$ cat src/rtl/servo_pwm_decoder_if.sv
// Pin and result bundle for the servo PWM decoder.
// The master side is the decoder; the slave side is the control/LED logic plus the pin driver.
interface servo_pwm_decoder_if;
  logic        pwm_in;
  logic [15:0] position;
  logic        sample_valid;
  logic        pulse_error;
  logic        dir;
  logic        signal_lost;

  modport master (
    input  pwm_in,
    output position,
    output sample_valid,
    output pulse_error,
    output dir,
    output signal_lost
  );

  modport slave (
    output pwm_in,
    input  position,
    input  sample_valid,
    input  pulse_error,
    input  dir,
    input  signal_lost
  );
endinterface

$ cat src/rtl/servo_pwm_decoder.sv
// Measures the high time of an asynchronous servo pulse and maps it back onto the 0..SPAN control scale.
// Also reports per-pulse accept/reject strobes, direction of the last change and loss of signal.
module servo_pwm_decoder #(
  parameter int MIN_PULSE  = 50000,
  parameter int SPAN       = 50000,
  parameter int MIN_ACCEPT = 25000,
  parameter int MAX_ACCEPT = 125000,
  parameter int GLITCH     = 4,
  parameter int TIMEOUT    = 1500000
) (
  input  logic                 mclk,
  input  logic                 rst,
  servo_pwm_decoder_if.master  bus
);

  localparam int HW   = 17;
  localparam int TW   = 21;
  localparam int PW   = 16;
  localparam int GW   = (GLITCH > 1) ? $clog2(GLITCH + 1) : 1;
  // Sync pipeline refill plus filter depth: a low seen right after reset may be stale reset state.
  localparam int QUAL = GLITCH + 2;
  localparam int LW   = $clog2(QUAL + 1);

  localparam logic signed [17:0] MIN_PULSE_S = 18'(MIN_PULSE);
  localparam logic signed [17:0] SPAN_S      = 18'(SPAN);

  typedef enum logic [1:0] {
    WAIT_LOW  = 2'd0,
    WAIT_RISE = 2'd1,
    MEASURE   = 2'd2
  } state_t;

  logic                sync_p0;
  logic                sync_p1;
  logic [GW-1:0]       glitch_cnt;
  logic                filt_p2;
  logic                filt_prev;
  logic                rise;
  logic                fall;

  state_t              state;
  logic [HW-1:0]       high_cnt;
  logic [LW-1:0]       low_cnt;
  logic [TW-1:0]       tmo_cnt;
  logic [PW-1:0]       position;
  logic                sample_valid;
  logic                pulse_error;
  logic                dir;
  logic                signal_lost;

  logic signed [17:0]  offset;
  logic [PW-1:0]       new_pos;
  logic                accept;

  function automatic logic [PW-1:0] sat_position(input logic signed [17:0] v);
    if (v < 18'sd0) begin
      return '0;
    end else if (v > SPAN_S) begin
      return PW'(SPAN);
    end else begin
      return v[PW-1:0];
    end
  endfunction

  // Stage p0/p1: two-flop synchronizer; p2: glitch-filtered level
  always_ff @(posedge mclk) begin
    if (rst) begin
      sync_p0    <= 1'b0;
      sync_p1    <= 1'b0;
      glitch_cnt <= '0;
      filt_p2    <= 1'b0;
      filt_prev  <= 1'b0;
    end else begin
      sync_p0   <= bus.pwm_in;
      sync_p1   <= sync_p0;
      filt_prev <= filt_p2;
      if (sync_p1 != filt_p2) begin
        if (glitch_cnt == GW'(GLITCH - 1)) begin
          filt_p2    <= sync_p1;
          glitch_cnt <= '0;
        end else begin
          glitch_cnt <= glitch_cnt + GW'(1);
        end
      end else begin
        glitch_cnt <= '0;
      end
    end
  end

  assign rise    = filt_p2 & ~filt_prev;
  assign fall    = ~filt_p2 & filt_prev;
  assign offset  = $signed({1'b0, high_cnt}) - MIN_PULSE_S;
  assign new_pos = sat_position(offset);
  assign accept  = (state == MEASURE) && fall &&
                   (high_cnt >= HW'(MIN_ACCEPT)) && (high_cnt <= HW'(MAX_ACCEPT));

  // Stage p3: width measurement, evaluation and registered outputs
  always_ff @(posedge mclk) begin
    if (rst) begin
      state        <= WAIT_LOW;
      high_cnt     <= '0;
      low_cnt      <= '0;
      tmo_cnt      <= '0;
      position     <= PW'(SPAN / 2);
      sample_valid <= 1'b0;
      pulse_error  <= 1'b0;
      dir          <= 1'b1;
      signal_lost  <= 1'b1;
    end else begin
      sample_valid <= 1'b0;
      pulse_error  <= 1'b0;

      case (state)
        WAIT_LOW: begin
          if (sync_p1) begin
            low_cnt <= '0;
          end else if (low_cnt != LW'(QUAL - 1)) begin
            low_cnt <= low_cnt + LW'(1);
          end else if (!filt_p2) begin
            low_cnt <= '0;
            state   <= WAIT_RISE;
          end
        end
        WAIT_RISE: begin
          if (rise) begin
            high_cnt <= HW'(1);
            state    <= MEASURE;
          end
        end
        MEASURE: begin
          if (fall) begin
            state <= WAIT_RISE;
            if (!accept) begin
              pulse_error <= 1'b1;
            end
          end else if (filt_p2) begin
            if (high_cnt == HW'(MAX_ACCEPT)) begin
              // Too long to ever be valid: drop it and wait for a clean low before re-arming
              high_cnt    <= HW'(MAX_ACCEPT + 1);
              pulse_error <= 1'b1;
              low_cnt     <= '0;
              state       <= WAIT_LOW;
            end else begin
              high_cnt <= high_cnt + HW'(1);
            end
          end
        end
        default: begin
          state <= WAIT_LOW;
        end
      endcase

      // An accept on the same cycle the timeout would expire takes priority
      if (accept) begin
        position     <= new_pos;
        sample_valid <= 1'b1;
        if (new_pos > position) begin
          dir <= 1'b1;
        end else if (new_pos < position) begin
          dir <= 1'b0;
        end
        tmo_cnt     <= '0;
        signal_lost <= 1'b0;
      end else if (tmo_cnt != TW'(TIMEOUT)) begin
        tmo_cnt <= tmo_cnt + TW'(1);
        if (tmo_cnt == TW'(TIMEOUT - 1)) begin
          signal_lost <= 1'b1;
        end
      end
    end
  end

  assign bus.position     = position;
  assign bus.sample_valid = sample_valid;
  assign bus.pulse_error  = pulse_error;
  assign bus.dir          = dir;
  assign bus.signal_lost  = signal_lost;

endmodule

$ cat src/flat_wrapper.sv
// flat-port wrapper written by rule: the top's interface ports become plain ports
module servo_pwm_decoder_flat 
#(
  parameter int MIN_PULSE  = 50000,
  parameter int SPAN       = 50000,
  parameter int MIN_ACCEPT = 25000,
  parameter int MAX_ACCEPT = 125000,
  parameter int GLITCH     = 4,
  parameter int TIMEOUT    = 1500000
)
  (mclk, rst, bus_pwm_in, bus_position, bus_sample_valid, bus_pulse_error, bus_dir, bus_signal_lost);
  servo_pwm_decoder_if bus_i ();
  input  logic mclk;
  input  logic rst;
  input wire logic [$bits(bus_i.pwm_in)-1:0] bus_pwm_in;
  output wire logic [$bits(bus_i.position)-1:0] bus_position;
  output wire logic [$bits(bus_i.sample_valid)-1:0] bus_sample_valid;
  output wire logic [$bits(bus_i.pulse_error)-1:0] bus_pulse_error;
  output wire logic [$bits(bus_i.dir)-1:0] bus_dir;
  output wire logic [$bits(bus_i.signal_lost)-1:0] bus_signal_lost;
  assign bus_i.pwm_in = bus_pwm_in;
  assign bus_position = bus_i.position;
  assign bus_sample_valid = bus_i.sample_valid;
  assign bus_pulse_error = bus_i.pulse_error;
  assign bus_dir = bus_i.dir;
  assign bus_signal_lost = bus_i.signal_lost;
  servo_pwm_decoder #(.MIN_PULSE(MIN_PULSE), .SPAN(SPAN), .MIN_ACCEPT(MIN_ACCEPT), .MAX_ACCEPT(MAX_ACCEPT), .GLITCH(GLITCH), .TIMEOUT(TIMEOUT)) u_core (.mclk(mclk), .rst(rst), .bus(bus_i));
endmodule
$ cat config.mk
export PLATFORM = sky130hd
export DESIGN_NAME = servo_pwm_decoder_flat
export DESIGN_NICKNAME = d
export VERILOG_FILES = /design/src/rtl/servo_pwm_decoder_if.sv /design/src/rtl/servo_pwm_decoder.sv /design/src/flat_wrapper.sv
export SDC_FILE = /design/constraint.sdc
export NUM_CORES = 1
export LEC_CHECK = 0
export ABC_CLOCK_PERIOD_IN_PS = 4600
export BUFFER_PORTS_ARGS = -buffer_cell sky130_fd_sc_hd__buf_2
export CAP_MARGIN = 5
export CORE_UTILIZATION = 50
export DETAILED_ROUTE_END_ITERATION = 16
export PLACE_DENSITY = 0.74
export SLEW_MARGIN = 20
export SYNTH_ARGS = -nofsm -noshare
export SYNTH_HDL_FRONTEND = slang
export SYNTH_SLANG_ARGS = --single-unit
$ cat constraint.sdc
create_clock -name mclk -period 4.6 [get_ports mclk]
set_input_delay 0.92 -clock mclk [delete_from_list [all_inputs] [get_ports mclk]]
set_output_delay 0.92 -clock mclk [all_outputs]
set_load 0.02 [all_outputs]
* Yosys cells after proc, flatten, opt, wreduce, memory -nomap -nowiden
Cells that the tools add are included.
** Storage, ports and cells
- Flip-flop bits (word level) :: 70
- Logic and storage cells :: 99
** Cells by class
- Add/sub/neg operators :: 5
- $lt $le $gt $ge :: 6
- Equality and inequality tests :: 18
- Mux-type cells :: 32
- Bitwise operators :: 6
- Reductions and logical operators :: 18
** Operators with widths (number)
- $mux W17 :: 4
- $pmux W17 S2 :: 1
- $mux W16 :: 2
- $add A21 B1 Y21 const B :: 1
- $eq A21 B21 Y1 const B :: 1
- $ne A21 B21 Y1 const B :: 1
- $gt A18 B17 Y1 const B :: 1
- $lt A18 B1 Y1 const B :: 1
- $mux W3 :: 6
- $sub A17 B16 Y18 const B :: 1
- $add A17 B1 Y17 const B :: 1
- $eq A17 B17 Y1 const B :: 1
- $ge A17 B15 Y1 const B :: 1
- $le A17 B17 Y1 const B :: 1
- $gt A16 B16 Y1 :: 1
- $lt A16 B16 Y1 :: 1
- $mux W2 :: 7
- $mux W1 :: 10
- $ne A2 B2 Y1 const B :: 5
- $reduce_bool A2 Y1 :: 5
- $add A3 B1 Y3 const B :: 2
- $pmux W2 S3 :: 1
- $pmux W3 S2 :: 1
- $reduce_and A2 Y1 :: 3
- other kinds (18) :: 26

* Logic depth before layout (Yosys ltp)
- Depth after elaboration :: 7
- Depth in mapped cells :: 17

* Worst setup path after synthesis
OpenSTA, ideal clock, no wires.
- Kind :: register -> register
- Start point :: reg u_core.high_cnt[4]
- End point :: reg u_core.dir, in the netlist u_core.bus.dir
- Arrival :: 3.441 ns
- Path slack :: 1.040 ns
- Stages on the path, launching flop included :: 17
- Buffers on the path :: 1
- Period minus slack after synthesis :: 3.560 ns
- Cell sequence :: dfxtp_1 buf_6 inv_1 ha_1 or4b_1 nor3_1 o31a_1 o221ai_1 a21oi_1 a21oi_1 ha_1 a21o_1 a21o_1 a21oi_1 o31ai_1 or4_1 o31a_1
** Between the ends
- Longest elaborated chain between the ends :: 7
- Elaborated cells between the ends (all ways) :: 14
- Classes of those cells :: 1 x add/sub; 6 x order compare; 3 x mux; 4 x reduce/logical
** Ends and longest elaborated chain
- start, declared :: line servo_pwm_decoder.sv:42 : logic [HW-1:0] high_cnt;
- start signal, assigned :: line servo_pwm_decoder.sv:139 : high_cnt <= HW'(MAX_ACCEPT + 1);
- start signal, assigned :: line servo_pwm_decoder.sv:144 : high_cnt <= high_cnt + HW'(1);
- $sub A17 B16 Y18 * :: line servo_pwm_decoder.sv:92 : assign offset = $signed({1'b0, high_cnt}) - MIN_PULSE_S;
- $gt A18 B17 Y1 :: line servo_pwm_decoder.sv:58 : end else if (v > SPAN_S) begin
- $mux W16 :: line servo_pwm_decoder.sv:58
- $mux W16 * :: line servo_pwm_decoder.sv:56 : if (v < 18'sd0) begin
- named net u_core.new_pos[9] :: line servo_pwm_decoder.sv:52 : logic [PW-1:0] new_pos;
- $lt A16 B16 Y1 / $gt A16 B16 Y1 (equally long branches) :: line servo_pwm_decoder.sv:159, servo_pwm_decoder.sv:157
- $reduce_bool A2 Y1 (no line)
- $reduce_and A2 Y1 (no line)
- end signal, assigned :: line servo_pwm_decoder.sv:107 : dir <= 1'b1;
- end signal, assigned :: line servo_pwm_decoder.sv:158 : dir <= 1'b1;
- end signal, assigned :: line servo_pwm_decoder.sv:160 : dir <= 1'b0;
- end, declared :: line servo_pwm_decoder.sv:48 : logic dir;
Mark *: on every way through the listed nets, which the timed path passes. The rest lies on a longest branch.
A chain may end at the register's enable or synchronous reset.

* Worst setup path in the final report
Ends and elaborated chain as after synthesis.

==> summary.txt <==
Outcome
  • Outcome: finished clean

Global route
  • First-pass GRT wire length: 16,500 um
  • Vias in the first global route: 3,585
  • Total GRT Usage: 0.231
  • Largest net degree at the start of global routing: 39
  • GRT overflow: 0
  • Initial antenna violation count: 0

Synthesis
  • Top_reg_cell synth: dfxtp_1
  • Cells after synthesis: 530
  • Cell taking the most area after synthesis: dfxtp_1
  • Yosys top cell area share: 0.326
  • Asr flop ratio synth: 0
  • Yosys Warn Count: 0
  • Top cells by area, synth: dfxtp_1 (33%), ha_1 (7.6%), nor2_1 (6.4%)
  • Library cells used by synthesis: 67
  • Flops & latches, synth: 70
  • Syn avg cell area: 8.12 um2
  • Sequential area share after synthesis: 0.326
  • Netlist Area Pre-Place: 4300 um2
  • Mapped Nets: 559
  • EDFF count, synth: 0

Placed design
  • PortBufs: 22
  • Gpl congestion: 0.911
  • Post-Place Setup Slack: 632 ps
  • DP HPWL: 6980 um

Clock tree
  • Post-CTS setup buffer count: 0
  • Clock transition at path regs: 80 ps
  • Cts repair resizes: 0
  • CTS tree: done
  • # hold bufs at CTS: 0
  • TritonCTS Buffers: 9
  • Clock sink total: 70
  • Skew-Pair Late Insertion Delay: 350 ps
  • CTS root buf: clkbuf_8
  • Depth of the CTS H-tree: 3
  • Max Root-Sink Buffers: 2

Power and ir drop
  • Flop pwr share: 0.506
  • Sw frac: 0.233
  • Clock power share: 0.470
  • Logic gate share of total power: 0.023
  • P_int: 933 uW
  • Pwr Density: 263 nW/um2
  • Leak Pwr: 1.74 nW
  • P_sw: 284 uW
  • Worst VDD drop: 0.157 mV

Cells and area
  • Layout cell share with drive strength beyond 1: 0.109
  • Post-layout nets: 563
  • Area added between synthesis and finish: 7.71%
  • Antenna cell count: 0

Drt
  • Met3 routed WL: 574 um
  • Detailed Route Iter0 Violations: 193
  • # DRC: 0
  • DR vias: 3,842
  • Top sig layer: met4
  • Avg Vias per Cell: 5.97
  • Drt total wl: 9680 um
  • Met1 wire length: 4400 um
  • First-pass DRT Iterations: 5
  • Routed met2 length: 4490 um
  • Wirelength per Cell: 15.0 um
  • ANT nets after route: 0

STA
  • RSZ-0062 raised after global routing: no
  • Setup Viol. Count Final: 0
  • Post-route setup slack: 552 ps
  • Max-slew violations: 0
  • Final Hold Fails: 0
  • Fmax: 247 MHz
  • Setup TNS: 0 ps
  • Tmin final: 4050 ps
  • Worst slew margin: 0.478
  • Actual slew at the worst max-slew pin: 778 ps
  • Final Skew: 9.30 ps
  • Final Cycle Share: 0.880

Critical path
  • Data arrival, critical path: 4290 ps
  • Worst setup SP type: flip-flop
  • Worst Path Class, Setup: reg -> reg
  • CP Max Fanout: 13
  • Worst setup EP type: flip-flop
  • Required time worst endpoint: 4840 ps

Floorplanning
  • DIE WIDTH: 94.8 um
  • Core Box Area: 8260 um2
  • # rows: 33
  • Die area: 8980 um2
  • I/O pins: 23
  • Starting density of the core: 0.521
  • Die height: 94.8 um

Min path
  • HP Class: reg -> reg

Flow run
  • Maximum capacitance violations: 0
-- Yosys cell counts, types with 3 or more instances --
master    instances
buf_6             3
clkbuf_1         19
nor3_1           15
a21oi_1          32
buf_2             6
nor2_1           73
o211ai_1          4
ha_1             26
nor4b_1           4
inv_1            30
a211o_1           3
mux2i_1           3
o21ai_0          21
nor3b_1           3
o31a_1            3
nand2_1          33
and3_1            6
buf_4             3
nor4_1           10
dfxtp_1          70
o21a_1            4
nand4_1          12
a311o_1           3
a31oi_1           6
nand2b_1          5
or2_2             3
o41ai_1           5
nand3_1          26
nor2b_1           9
o31ai_1           5
o221ai_1          3
xor2_1           18
o21ai_1           3
xnor2_1          16
and2_1            6
-- cells in the final DEF, fill, tap and decap left out, types with 4 or more instances in the layout --
cell	synthesis	layout
nand4_1	12	12
nor4_1	10	10
o21a_1	4	4
o211ai_1	4	4
o41ai_1	5	5
inv_1	30	30
nand3_1	26	26
nor2b_1	9	9
nor3_1	15	15
a31oi_1	6	6
and3_1	6	6
dfxtp_1	70	70
xnor2_1	16	16
nor2_1	73	73
clkbuf_8	0	9
nand2b_1	5	5
nor4b_1	4	4
o31ai_1	5	5
ha_1	26	26
nand2_1	33	33
xor2_1	18	18
a21oi_1	32	32
o21ai_0	21	21
and2_1	6	6
buf_2	6	22
-- sequential cells by signal, indices dropped and copies added, names as in the netlist --
register,count
u_core.bus.pulse_error,1
u_core.tmo_cnt,21
u_core.high_cnt,17
u_core.state,2
u_core.bus.sample_valid,1
u_core.sync_p0,1
u_core.bus.dir,1
u_core.low_cnt,3
u_core.filt_prev,1
u_core.sync_p1,1
u_core.bus.position,16
u_core.bus.signal_lost,1
u_core.filt_p2,1
u_core.glitch_cnt,3
-- critical path: stages, from the launching register on --
cell	delay, ps
dfxtp_1	590
inv_1	130
ha_1	360
or4b_1	440
nor3_1	180
o31a_1	180
o221ai_1	140
a21oi_1	320
a21oi_1	120
ha_1	320
a21o_1	190
a21o_1	170
a21oi_1	140
o31ai_1	80
or4_1	470
o31a_1	110
-- stage by stage --
step	power [mW]	cell area [um2]	cells	hold slack, ps	util
floorplan	0.651	4300	530	408	-
global placement	0.657	4400	628	416	0.533
detailed placement	0.659	4400	628	430	0.533
CTS	1.23	4630	644	441	0.561
global route	1.26	4630	644	474	0.561
finish	1.22	4630	644	434	0.561
-- cell families (layout without fill, tap and decap cells) --
| kind of cell | count (synthesis) | count (layout) | synth area share |
|---|---|---|---|
| simple gates | 219 | 219 | 0.259 |
| compound gates | 115 | 115 | 0.199 |
| flops | 70 | 70 | 0.326 |
| xor+xnor | 34 | 34 | 0.0692 |
| buf+inv | 63 | 72 | 0.0646 |
| mux | 3 | 3 | 0.00698 |
| fa+ha+maj | 26 | 26 | 0.0756 |
-- worst paths after layout --
path,start,endpoint,slack (ps),depth (start not counted)
worst min register to register,u_core.glitch_cnt[0]$_SDFF_PP0_,u_core.glitch_cnt[0]$_SDFF_PP0_,430,1
worst min-delay path,u_core.glitch_cnt[0]$_SDFF_PP0_,u_core.glitch_cnt[0]$_SDFF_PP0_,430,1
worst max register to register,u_core.high_cnt[4]$_SDFFE_PP0P_,u_core.bus.dir$_SDFFE_PP1P_,550,15
worst max-delay path,u_core.high_cnt[4]$_SDFFE_PP0P_,u_core.bus.dir$_SDFFE_PP1P_,550,15
-- power by group through the flow --
stage	sequential, mW	clock, mW	combinational [mW]
global route	0.617	0.609	0.0320
CTS	0.616	0.587	0.0288
finish	0.616	0.572	0.0285
floorplan	0.629	0	0.0217
global placement	0.630	0	0.0266
detailed placement	0.630	0	0.0287
-- cell type report --
type                            instances  area, um2
Timing Repair Buffer                   25        133
Fill cell                             762       3620
Inverter                               31        116
Clock inverter                          7        105
Sequential cell                        70       1400
Tap cell                              105        131
Multi-Input combinational cell        397       2620
Clock buffer                            9        124
-- routing by layer --
layer  vias to the layer above  track usage
met5                         -            0
met4                         0       0.0821
met3                        20       0.0588
met2                       112        0.378
met1                      1809        0.294
li1                       1901            -
Note: power is estimated with default switching activity, not from simulation.
